File: config.mk
export PLATFORM = sky130hd
export DESIGN_NAME = am_envelope_demod
export DESIGN_NICKNAME = d
export VERILOG_FILES = /design/src/rtl/am_envelope_demod.sv
export SDC_FILE = /design/constraint.sdc
export NUM_CORES = 1
export LEC_CHECK = 0
export CORE_MARGIN = 8
export CORE_UTILIZATION = 40
export CTS_CLUSTER_SIZE = 12
export DETAILED_ROUTE_END_ITERATION = 7
export PLACE_DENSITY = 0.58
export SETUP_SLACK_MARGIN = 0.1
export SYNTH_ARGS = -nofsm -noshare
export SYNTH_HDL_FRONTEND = slang
export SYNTH_SLANG_ARGS = --single-unit
File: constraint.sdc
create_clock -name CLK -period 6 [get_ports CLK]
set_input_delay 1.2 -clock CLK [delete_from_list [all_inputs] [get_ports CLK]]
set_output_delay 1.2 -clock CLK [all_outputs]
set_load 0.1 [all_outputs]
File: src/rtl/am_envelope_demod.sv
// AM envelope demodulator: iterative CORDIC magnitude, gain correction,
// and a one-pole DC blocker producing signed audio.
module am_envelope_demod #(
    parameter int unsigned ITER     = 12,
    parameter int unsigned DC_SHIFT = 6
) (
    input  logic               CLK,
    input  logic               RSTb,
    input  logic               in_tick,
    input  logic signed [15:0] i_in,
    input  logic signed [15:0] q_in,
    input  logic               overrun_clr,
    output logic        [15:0] mag_out,
    output logic signed [15:0] audio_out,
    output logic               out_tick,
    output logic               busy,
    output logic               overrun
);

    localparam int unsigned XW   = 18;
    localparam int unsigned KW   = 5;
    localparam int unsigned ACCW = 17 + DC_SHIFT;
    localparam int unsigned DW   = 19;

    typedef enum logic [1:0] {IDLE, ROTATE, SCALE, DCBLK} state_t;

    state_t                  state_q;
    logic signed [XW-1:0]    x_q;
    logic signed [XW-1:0]    y_q;
    logic        [KW-1:0]    k_q;
    logic        [15:0]      m_q;
    logic signed [ACCW-1:0]  dc_acc_q;

    logic signed [XW-1:0]    i_ext;
    logic signed [XW-1:0]    q_ext;
    logic signed [XW-1:0]    x_init;
    logic signed [XW-1:0]    y_init;
    logic signed [XW-1:0]    x_shr;
    logic signed [XW-1:0]    y_shr;
    logic signed [XW-1:0]    x_nxt;
    logic signed [XW-1:0]    y_nxt;
    logic signed [XW-1:0]    m_full;
    logic        [15:0]      m_sat;
    logic signed [16:0]      dc_avg;
    logic signed [DW-1:0]    dc_diff;
    logic        [DW-16:0]   diff_hi;
    logic signed [15:0]      audio_sat;
    logic signed [ACCW-1:0]  dc_acc_nxt;

    // Pre-rotate the input into the right half-plane without changing magnitude
    always_comb begin
        i_ext  = {{(XW-16){i_in[15]}}, i_in};
        q_ext  = {{(XW-16){q_in[15]}}, q_in};
        x_init = i_in[15] ? -i_ext : i_ext;
        y_init = i_in[15] ? -q_ext : q_ext;
    end

    // One CORDIC vectoring micro-rotation driving y toward zero
    always_comb begin
        x_shr = x_q >>> k_q;
        y_shr = y_q >>> k_q;
        if (!y_q[XW-1]) begin
            x_nxt = x_q + y_shr;
            y_nxt = y_q - x_shr;
        end else begin
            x_nxt = x_q - y_shr;
            y_nxt = y_q + x_shr;
        end
    end

    // Remove CORDIC gain (x * ~0.6074) and clamp into the unsigned 16-bit range
    always_comb begin
        m_full = (x_q >>> 1) + (x_q >>> 3) - (x_q >>> 6) - (x_q >>> 9);
        if (m_full[XW-1]) begin
            m_sat = 16'd0;
        end else if (|m_full[XW-2:16]) begin
            m_sat = 16'hFFFF;
        end else begin
            m_sat = m_full[15:0];
        end
    end

    // DC blocker: subtract the running average and saturate the audio sample
    always_comb begin
        dc_avg     = $signed(dc_acc_q[ACCW-1:DC_SHIFT]);
        dc_diff    = $signed({3'b000, m_q}) - $signed({{(DW-17){dc_avg[16]}}, dc_avg});
        diff_hi    = dc_diff[DW-1:15];
        if (diff_hi == '0 || diff_hi == '1) begin
            audio_sat = dc_diff[15:0];
        end else begin
            audio_sat = dc_diff[DW-1] ? 16'sh8000 : 16'sh7FFF;
        end
        dc_acc_nxt = dc_acc_q + ACCW'(dc_diff);
    end

    // Sequencer: load, iterate, scale, DC-block; registers all outputs
    always_ff @(posedge CLK or negedge RSTb) begin
        if (!RSTb) begin
            state_q   <= IDLE;
            x_q       <= '0;
            y_q       <= '0;
            k_q       <= '0;
            m_q       <= '0;
            dc_acc_q  <= '0;
            mag_out   <= '0;
            audio_out <= '0;
            out_tick  <= 1'b0;
            busy      <= 1'b0;
            overrun   <= 1'b0;
        end else begin
            out_tick <= 1'b0;
            if (in_tick && state_q != IDLE) begin
                overrun <= 1'b1;
            end else if (overrun_clr) begin
                overrun <= 1'b0;
            end
            case (state_q)
                IDLE: begin
                    if (in_tick) begin
                        x_q     <= x_init;
                        y_q     <= y_init;
                        k_q     <= '0;
                        busy    <= 1'b1;
                        state_q <= ROTATE;
                    end
                end
                ROTATE: begin
                    x_q <= x_nxt;
                    y_q <= y_nxt;
                    k_q <= k_q + KW'(1);
                    if (k_q == KW'(ITER - 1)) begin
                        state_q <= SCALE;
                    end
                end
                SCALE: begin
                    m_q     <= m_sat;
                    state_q <= DCBLK;
                end
                DCBLK: begin
                    audio_out <= audio_sat;
                    dc_acc_q  <= dc_acc_nxt;
                    mag_out   <= m_q;
                    out_tick  <= 1'b1;
                    busy      <= 1'b0;
                    state_q   <= IDLE;
                end
                default: state_q <= IDLE;
            endcase
        end
    end

endmodule
# --- Yosys cells after proc, flatten, opt, wreduce, memory -nomap -nowiden ---
# Index checks and enable logic that the tools add are counted.
word_totals:
  regBits: 117
  input_bits: 36
  output_inout_bits: 35
  word_cells: 65
classes:
  reduce_logical: 11
  addsub: 12
  n_shift: 2
  n_eq_ne: 7
  muxes: 22
ops:
  columns: ["operator", "n"]
  rows:
  - ["$mux 18", 6]
  - ["$pmux 18 s2", 2]
  - ["$mux 16", 4]
  - ["$add 18x18->18", 2]
  - ["$neg 16->18", 2]
  - ["$sshr 18x5->18", 2]
  - ["$sub 18x18->18", 2]
  - ["$add 23x18->23", 1]
  - ["$add 17x15->18", 1]
  - ["$sub 17x17->18", 1]
  - ["$sub 18x12->18", 1]
  - ["$sub 18x9->18", 1]
  - ["$pmux 5 s2", 1]
  - ["$pmux 2 s4", 1]
  - ["$reduce_bool 2->1", 4]
  - ["$reduce_and 2->1", 3]
  - ["$add 5x1->5 const B", 1]
  - ["$eq 5x4->1 const B", 1]
  - ["$mux 5", 1]
  - ["$eq 2x2->1 const B", 2]
  - ["$eq 4x4->1 const B", 1]
  - ["$logic_not 4->1", 1]
  - ["$mux 1", 4]
  - ["$mux 2", 2]
  - ["other kinds (6)", 7]

# --- Longest topological paths before layout ---
# Gate-level depths: netlist (run 1).
depth:
  depth_word: 5
  ltp_mapped: 26
  depth_no_buf: 23

# --- Worst setup path after synthesis (run 1) ---
# OpenSTA, ideal clock, no wires.
synth_timing:
  path_type: "register -> register"
  start: "reg k_q[1]"
  end: "reg x_q[17]"
  arrival_time_ps: 4908
  setup_ps: 125
  period_less_slack_ps: 5032
  n_path_buf: 3
  path_slack_ps: 968
  stages_incl_launch_ff: 24
  t_required_ps: 5875
  path_cell_list: "dfrtp_1 buf_6 buf_12 mux4_1 mux2_2 o221a_2 inv_1 ha_1 and3_1 clkbuf_1 nand2_1 xor2_1 o22ai_1 ha_1 a21o_1 or3_1 o211ai_1 o21ai_0 o31ai_1 o21ai_0 a211oi_1 nor4_2 a311oi_1 nand2_1"
synth_between:
  elab_chain_cells: 4
  word_cells_on_any_way: 5
  classes_between: "add/sub: 2; shift: 1; mux: 2"
synth_rtl:
  columns: ["element", "line_no", "rtl"]
  rows:
  - ["from (decl)", "30", "logic [KW-1:0] k_q;"]
  - ["from (signal assigned)", "130", "k_q <= k_q + KW'(1);"]
  - ["$sshr 18x5->18 *", "61", "y_shr = y_q >>> k_q;"]
  - ["$add 18x18->18 or $sub 18x18->18 (tied branches)", "63, 66", null]
  - ["$mux 18 *", "62", "if (!y_q[XW-1]) begin"]
  - ["$pmux 18 s2 *", "117", "case (state_q)"]
  - ["to (signal assigned)", "120", "x_q <= x_init;"]
  - ["to (signal assigned)", "128", "x_q <= x_nxt;"]
  - ["to (decl)", "28", "logic signed [XW-1:0] x_q;"]
# Every way passes the cells marked *; elsewhere a longest branch is shown, timed or not.
# A chain may end at the register's enable or synchronous reset.

# --- Worst setup path in the final report (run 1) ---
# Same ends and word-level chain as after synthesis.

==> impl_metrics.py, run 1 <==
metrics = {
    "worst_setup_path": {
        "path_cells": "buf_12 > mux4_1 > mux2i_1 > a311o_1 > and3_1 > nand2_1 > xor2_1 > o22ai_1 > ha_1 > a21o_1 > or3_1 > o211ai_1 > o21ai_0 > o31ai_1 > o21ai_0 > a211oi_1 > o22a_1 > a211o_1 > nand2_1",
        "end_kind": "flop",
        "startpoint_type": "flop",
        "worstPathMaxFanout": 44,
        "critPathMaxStageDelay_ns": 0.62,
        "cp.required_ns": 6.32,
        "path_delay_family": "compound AO/OA/AOI/OAI gates",
        "path_class": "reg -> reg",
        "cpMaxStageDelayCell": "mux4_1",
        "r2r_cells": 19,
        "worstPathArrival_ns": 5.85,
        "crit_cells": 19,
        "cp_num_buf_inv": 1,
    },
    "run_status": {
        "status": "complete, no violations",
    },
    "global_route": {
        "grt_max_degree": 74,
        "overflow": 0,
        "grt_pass1_vias": 11240,
        "antenna_found_initial": 0,
        "grtUsageTotal_pct": 19.5,
        "grt_first_pass_wirelength_mm": 60.8,
    },
    "yosys": {
        "yosysWarnings": 0,
        "async_flop_share_pct": 100,
        "synthFlopType": "dfrtp_1",
        "yosys.area.top_type_share_pct": 22.2,
        "synth_seq_cells": 117,
        "synth_cells": 1555,
        "ys_types": 88,
        "syn_area_mm2": 0.0132,
        "ys_seq_area_share_pct": 22.2,
        "syn-num-nets": 1721,
        "synth_area_leaders": "dfrtp_1, ha_1, xnor2_1, mux4_2, o21ai_0",
        "synth.largest_area_cell": "dfrtp_1",
        "avgSynthCellArea_um2": 8.50,
        "synth-edff-count": 0,
    },
    "timing": {
        "finalSetupTns_ns": 0,
        "max_freq_mhz": 181,
        "fin_crit_sh_pct": 92.0,
        "final_hold_viol_count": 0,
        "worstMarginPinSlew_ns": 1.01,
        "fin_crit_ns": 5.52,
        "rsz0062_at_grt": "true",
        "drv_slew": 0,
        "finalWorstSetupSlack_ns": 0.478,
        "max_slew_margin_pct": 32.8,
        "fin_worst_skew_ns": 0.0138,
        "finalSetupViolations": 0,
    },
    "clock_network": {
        "cts_buffers": 17,
        "hold_buffers": 0,
        "cts_setup_buffers": 0,
        "worst_skew_pair.late_latency_ns": 0.44,
        "path_clk_slew_ns": 0.06,
        "clockBufferDepth": 2,
        "cts.sinks": 117,
        "ctsHtreeMaxLevel": 4,
        "root_buffer": "clkbuf_16",
        "cts_tree": "built",
    },
    "detailed_routing": {
        "wirelength_mm": 37.9,
        "via_per_inst": 5.66,
        "drtIter0Drc": 931,
        "drtAntennaViolNets": 0,
        "drc": 0,
        "vias": 11677,
        "first_pass_iters": 5,
        "wire_per_inst_um": 18.4,
    },
    "placed_design": {
        "dp_hpwl_mm": 29.2,
        "place_congestion": 0.920,
        "pre_cts_ws_ns": 0.408,
        "portBuffers": 70,
        "dpl_cell_area_mm2": 0.0144,
    },
    "die": {
        "io_pins": 71,
        "initial_utilization_pct": 40.6,
        "core-area_mm2": 0.0325,
        "die_y_um": 198,
        "placement_rows": 66,
        "die-area_mm2": 0.0391,
        "die_w_um": 198,
    },
    "hold_path": {
        "min_path_cells": 1,
        "hp-class": "reg -> reg",
    },
    "cells_and_area": {
        "drive_above_1_share_pct": 11.0,
        "antenna_cells": 0,
        "area_delta_synth_final_pct": 13.0,
        "fin_nets": 1774,
        "final_area_mm2": 0.0149,
    },
    "run": {
        "max-cap-violations": 0,
    },
}
==> synthesized netlist by cell type (30+ instances only) <==
cell type,count
nor2_1,157
nand2_1,137
o21ai_0,119
a21oi_1,117
dfrtp_1,117
ha_1,101
inv_1,99
xnor2_1,83
clkbuf_1,41
mux2_2,36
xor2_1,36
mux2i_1,33
o22ai_1,31
nor3_1,30
==> logic make-up after synthesis <==
family / after synthesis / share of synthesized area (%)
xor+xnor: 120 / 8.01
flops: 117 / 22.2
simple gates: 455 / 16.1
fa+ha+maj: 130 / 14.0
mux: 107 / 12.3
compound gates: 444 / 21.1
buf+inv: 182 / 6.40
==> layout by cell type (no fill, tap or decap), types with 45 or more instances in the layout <==
master           Yosys  layout
a21oi_1            117     116
buf_4               11      45
clkdlybuf4s50_1      0      69
dfrtp_1            117     115
ha_1               101      99
inv_1               99      99
nand2_1            137     137
nor2_1             157     157
o21ai_0            119     119
xnor2_1             83      83
==> metal layers <==
layer	up-vias	track usage, %	wire (um)
li1	5712	-	-
met5	-	0	0
met1	5627	25.7	17200
met2	280	31.9	17800
met4	0	7.13	1090
met3	58	3.11	1820
==> layout make-up <==
type	instances	area, um^2
clock inverter	13	123
sequential	117	2940
tap	442	553
inverter	101	379
multi-input combinational	1256	9460
timing repair buffer	115	1050
clock buffer	19	443
fill	3235	17600
==> registers in the layout (all words and copies together) (netlist names), 2 cells and up <==
| register | count |
|---|---|
| audio_out | 16 |
| y_q | 18 |
| dc_acc_q | 23 |
| x_q | 18 |
| m_q | 16 |
| mag_out | 16 |
| state_q | 2 |
| k_q | 5 |
==> worst paths after layout <==
check | slack, ns | to | from
min in group asynchronous | 0.55 | audio_out[2]$_DFFE_PN0P_ | RSTb
setup / recovery | 0.48 | x_q[17]$_DFFE_PN0P_ | k_q[1]$_DFFE_PN0P_
hold reg to reg | 0.49 | dc_acc_q[3]$_DFFE_PN0P_ | dc_acc_q[3]$_DFFE_PN0P_
hold / removal | 0.49 | dc_acc_q[3]$_DFFE_PN0P_ | dc_acc_q[3]$_DFFE_PN0P_
max in group asynchronous | 4.27 | k_q[0]$_DFFE_PN0P_ | RSTb
setup reg to reg | 0.48 | x_q[17]$_DFFE_PN0P_ | k_q[1]$_DFFE_PN0P_
==> stage by stage <==
| stage | util (%) | hold slack (ns) | cells |
|---|---|---|---|
| after floorplan | - | 0.460 | 1555 |
| after global placement | 44.1 | 0.476 | 2031 |
| after detailed placement | 44.1 | 0.485 | 2031 |
| after CTS | 45.9 | 0.498 | 2063 |
| after global routing | 45.9 | 0.518 | 2063 |
| final | 45.9 | 0.492 | 2063 |
==> timing repair <==
action | CTS | global route
gates resized for setup | 0 | 3
setup endpoints to repair | 0 | 3
endpoints found under the hold margin | 0 | 0
Power of run 1 is left out: the tool's default activity adds up to more than one toggle a clock period on the data nets, which glitch-free logic cannot reach.
==> inputs of run 2 (changes only) <==
Settings changed: CORE_MARGIN 8 to 2, CORE_UTILIZATION 40 to 60, PLACE_DENSITY 0.58 to 0.81.
==> run 2 against run 1 <==
Compared with the run above:
- via count is 4.5% higher
- register-to-register slack barely moved
- clock skew is 0.0025 ns higher
- first-iteration DRC count is 13% higher
==> impl_metrics.py, run 2 (synthesis gave the netlist of run 1 again) <==
metrics = {
    "timing": {
        "finalSetupTns_ns": 0,
        "max_freq_mhz": 181,
        "fin_crit_sh_pct": 92.1,
        "rsz0062_at_grt": "false",
        "max_slew_margin_pct": 34.3,
        "finalSetupViolations": 0,
        "worstMarginPinSlew_ns": 0.983,
        "worst_hold_slack_ns": 0.495,
        "drv_slew": 0,
        "fin_crit_ns": 5.53,
        "final_hold_viol_count": 0,
        "fin_worst_skew_ns": 0.0163,
    },
    "detailed_routing": {
        "first_pass_iters": 6,
        "via_per_inst": 6.42,
        "wirelength_mm": 36.0,
        "drc": 0,
        "drtIter0Drc": 1056,
        "drtAntennaViolNets": 0,
        "wire_per_inst_um": 19.0,
        "vias": 12199,
    },
    "clock_network": {
        "ctsHtreeMaxLevel": 4,
        "path_clk_slew_ns": 0.06,
        "cts.sinks": 117,
        "cts_buffers": 17,
        "cts_tree": "built",
        "clockBufferDepth": 2,
        "worst_skew_pair.late_latency_ns": 0.44,
        "root_buffer": "clkbuf_16",
    },
    "global_route": {
        "grt_first_pass_wirelength_mm": 59.7,
        "overflow": 0,
        "grtUsageTotal_pct": 31.2,
        "antenna_found_initial": 1,
        "grt_max_degree": 73,
        "grt_pass1_vias": 11748,
    },
    "cells_and_area": {
        "drive_above_1_share_pct": 11.1,
        "n_fill_cell": 1698,
        "area_delta_synth_final_pct": 11.8,
        "layout_common_cells": "nor2_1, nand2_1, o21ai_0",
        "fin_nets": 1773,
        "regMostFlops": "dc_acc_q",
        "sequential_cell_area_mm2": 0.00294,
        "final_area_mm2": 0.0148,
        "largest_register_ff_count": 23,
        "multi_input_area_mm2": 0.00946,
        "mostFrequentLayoutCell": "nor2_1",
        "finalNonFillerCells": 1901,
        "reg_top3": "dc_acc_q (23), x_q (18), y_q (18)",
    },
    "worst_setup_path": {
        "critPathMaxStageDelay_ns": 0.58,
        "cpMaxStageDelayCell": "dfrtp_4",
        "worstPathArrival_ns": 5.88,
        "path_class": "reg -> reg",
        "worstPathMaxFanout": 43,
        "cpMostUsedCell": "nand2_1",
        "end_kind": "flop",
        "startpoint_type": "flop",
        "cp.required_ns": 6.35,
        "path_cells": "buf_12 > mux4_2 > mux2i_1 > mux2i_1 > and2_1 > a21oi_1 > ha_1 > nand2_1 > nor3_2 > nand2_1 > a211oi_1 > o22ai_1 > ha_1 > a21o_1 > a21o_1 > a21oi_1 > o21ai_0 > o41ai_2 > o21ai_0 > xnor2_1 > nand2_1 > a22oi_2",
    },
    "placed_design": {
        "place_congestion": 0.970,
        "dpl.cell_count": 1867,
        "portBuffers": 70,
        "dp_hpwl_mm": 26.8,
        "dpl_cell_area_mm2": 0.0141,
    },
    "die": {
        "die-area_mm2": 0.0232,
        "core-area_mm2": 0.0217,
        "die_y_um": 152,
        "initial_utilization_pct": 60.9,
        "die_w_um": 152,
        "placement_rows": 54,
        "io_pins": 71,
    },
    "run_status": {
        "status": "complete, no violations",
    },
    "hold_path": {
        "hp-class": "reg -> reg",
    },
    "run": {
        "max-cap-violations": 0,
    },
}
## run 2: changes by cell type in the layout (fill, tap and decap cells not counted), sizes merged
| cell | previous run | this run |
|---|---|---|
| inv | 104 | 107 |
| clkbuf | 19 | 17 |
| buf | 46 | 45 |
| bufinv | 1 | 2 |
| clkinv | 8 | 7 |
| clkinvlp | 1 | 0 |
| diode | 0 | 1 |
## run 2: stage by stage
stage,setup WS (ns),utilization (%)
after floorplan,0.968,-
after global placement,0.588,65.2
after detailed placement,0.404,65.2
after CTS,0.269,68.0
after global routing,0.113,68.1
final,0.471,68.1
## run 2: worst paths after layout
path	from	to	slack, ns	cells after the start
max	k_q[1]$_DFFE_PN0P_	y_q[17]$_DFFE_PN0P_	0.47	22
max in group asynchronous	RSTb	k_q[0]$_DFFE_PN0P_	4.28	2
min reg2reg	dc_acc_q[3]$_DFFE_PN0P_	dc_acc_q[3]$_DFFE_PN0P_	0.49	1
min in group asynchronous	RSTb	audio_out[2]$_DFFE_PN0P_	0.58	1
max reg2reg	k_q[1]$_DFFE_PN0P_	y_q[17]$_DFFE_PN0P_	0.47	22
min	dc_acc_q[3]$_DFFE_PN0P_	dc_acc_q[3]$_DFFE_PN0P_	0.49	1
## run 2: final cells by class
class | count | share of cell area (%)
Antenna cell | 1 | 0.0169
Clock buffer | 17 | 2.88
Clock inverter | 15 | 1.15
Inverter | 101 | 2.57
Multi-Input combinational cell | 1256 | 64.1
Sequential cell | 117 | 19.9
Tap cell | 280 | 2.37
Timing Repair Buffer | 114 | 7.07
## run 2: routing by layer
metal	wire length (um)	track usage, %	vias up
li1	-	-	5714
met1	14900	40.2	5845
met2	17300	52.3	526
met3	2600	5.57	114
met4	1310	12.5	0
met5	0	0	-
## run 2: worst max-delay path: cells and delay by family, from the launching register on
| kind | cells | cell delay [ns] |
|---|---|---|
| compound gates | 10 | 2.00 |
| mux | 3 | 1.05 |
| simple gates | 5 | 0.76 |
| flops | 1 | 0.58 |
| fa+ha+maj | 2 | 0.57 |
| buf+inv | 1 | 0.28 |
| xor+xnor | 1 | 0.16 |
## run 2: what timing repair did
action / 4_1_cts / 5_1_grt
endpoints found under the setup margin: 0 / 3
hold buffers: 0 / 0
gates resized for setup: 0 / 5
setup buffers: 0 / 1
Power of run 2 is left out for the same reason.
==> inputs of run 3 (changes only) <==
Settings changed: PLACE_DENSITY 0.81 to 0.8.
==> run 3 against run 2 <==
Compared with the run above:
- count of clock-buffer cells in the layout did not move
- hold slack improved by 0.0022 ns
- clock skew fell by 0.0020 ns
- largest cell class unchanged
- die area is the same
- first-iteration DRC count decreased by 1.9%
- register-to-register slack better by 0.03 ns
- non-clock buffer count is the same
==> impl_metrics.py, run 3 (synthesis gave the netlist of run 1 again) <==
metrics = {
    "run_status": {
        "status": "complete, no violations",
    },
    "hold_path": {
        "hp-class": "reg -> reg",
    },
    "cells_and_area": {
        "finalNonFillerCells": 1900,
        "antenna_cells": 0,
        "post-route-util_pct": 68.0,
        "regMostFlops": "dc_acc_q",
        "fin_nets": 1773,
        "area_delta_synth_final_pct": 11.6,
        "n_fill_cell": 1706,
        "mostFrequentLayoutCell": "nor2_1",
        "layout_common_cells": "nor2_1, nand2_1, o21ai_0",
        "largest_register_ff_count": 23,
        "final_area_mm2": 0.0147,
        "drive_above_1_share_pct": 11.0,
        "multi_input_area_mm2": 0.00945,
        "sequential_cell_area_mm2": 0.00294,
        "reg_top3": "dc_acc_q (23), x_q (18), y_q (18)",
    },
    "die": {
        "initial_utilization_pct": 60.9,
        "die_w_um": 152,
        "placement_rows": 54,
        "die-area_mm2": 0.0232,
        "core-area_mm2": 0.0217,
        "die_y_um": 152,
        "io_pins": 71,
    },
    "global_route": {
        "grt_max_degree": 73,
        "antenna_found_initial": 0,
        "grt_first_pass_wirelength_mm": 58.8,
        "grt_pass1_vias": 11569,
        "overflow": 0,
        "grtUsageTotal_pct": 30.9,
    },
    "worst_setup_path": {
        "worstPathMaxFanout": 25,
        "end_kind": "flop",
        "cp_num_buf_inv": 1,
        "cp.required_ns": 6.31,
        "path_delay_family": "compound AO/OA/AOI/OAI gates",
        "critPathMaxStageDelay_ns": 0.60,
        "path_class": "reg -> reg",
        "startpoint_type": "flop",
        "path_cells": "buf_4 > mux4_1 > mux2i_1 > a311o_1 > and3_1 > nand2_1 > xor2_1 > o22ai_1 > ha_1 > a21o_1 > or3_1 > o211ai_1 > o21ai_0 > o31ai_1 > o21ai_0 > a211oi_2 > nor4_2 > a311oi_1 > nand2_1",
        "cpMaxStageDelayCell": "mux4_1",
        "worstPathArrival_ns": 5.81,
    },
    "clock_network": {
        "worst_skew_pair.late_latency_ns": 0.44,
        "cts_buffers": 17,
        "ctsHtreeMaxLevel": 4,
        "path_clk_slew_ns": 0.07,
        "hold_buffers": 0,
        "cts.sinks": 117,
        "cts_resized": 0,
        "root_buffer": "clkbuf_16",
        "clockBufferDepth": 2,
        "cts_setup_buffers": 0,
        "cts_tree": "built",
    },
    "detailed_routing": {
        "wire_per_inst_um": 18.7,
        "via_per_inst": 6.31,
        "drtAntennaViolNets": 0,
        "vias": 11996,
        "drc": 0,
        "drtIter0Drc": 1036,
        "wirelength_mm": 35.6,
        "first_pass_iters": 6,
    },
    "timing": {
        "finalSetupViolations": 0,
        "fin_worst_skew_ns": 0.0143,
        "max_slew_margin_pct": 34.2,
        "finalSetupTns_ns": 0,
        "final_hold_viol_count": 0,
        "max_freq_mhz": 182,
        "rsz0062_at_grt": "true",
        "fin_crit_ns": 5.49,
        "drv_slew": 0,
        "worstMarginPinSlew_ns": 0.984,
        "fin_crit_sh_pct": 91.6,
    },
    "placed_design": {
        "dpl.cell_count": 1868,
        "place_congestion": 0.957,
        "dp_hpwl_mm": 26.8,
        "dpl_cell_area_mm2": 0.0141,
        "portBuffers": 70,
    },
    "run": {
        "max-cap-violations": 0,
    },
}
[run 3: final cells by class]
type	instances	share of cell area (%)
Sequential cell	117	19.9
Clock inverter	15	1.15
Timing Repair Buffer	114	6.98
Inverter	101	2.57
Tap cell	280	2.38
Clock buffer	17	2.89
Multi-Input combinational cell	1256	64.1
[run 3: worst paths after layout]
path                                          from                      end  slack, ns  cells after the start
min                        dc_acc_q[3]$_DFFE_PN0P_  dc_acc_q[3]$_DFFE_PN0P_       0.50                      1
max                             k_q[1]$_DFFE_PN0P_      x_q[17]$_DFFE_PN0P_       0.51                     19
min in group asynchronous                     RSTb  dc_acc_q[2]$_DFFE_PN0P_       0.89                      2
max reg2reg                     k_q[1]$_DFFE_PN0P_      x_q[17]$_DFFE_PN0P_       0.51                     19
min reg2reg                dc_acc_q[3]$_DFFE_PN0P_  dc_acc_q[3]$_DFFE_PN0P_       0.50                      1
max in group asynchronous                     RSTb       k_q[1]$_DFFE_PN0P_       4.33                      2
[run 3: metal layers]
layer / GRT usage [%] / share of wire (%) / vias to the layer above
li1: - / - / 5724
met1: 38.6 / 41 / 5651
met2: 51.5 / 47 / 498
met3: 6.34 / 6.7 / 123
met4: 14.4 / 5.0 / 0
met5: 0 / 0 / -
[run 3: through the flow]
stage	hold slack, ns	setup slack, ns
2_1_floorplan	0.460	0.968
6_report	0.497	0.506
4_1_cts	0.498	0.377
5_1_grt	0.517	0.0836
3_5_place_dp	0.483	0.410
3_3_place_gp	0.471	0.543
Power of run 3 is left out for the same reason.
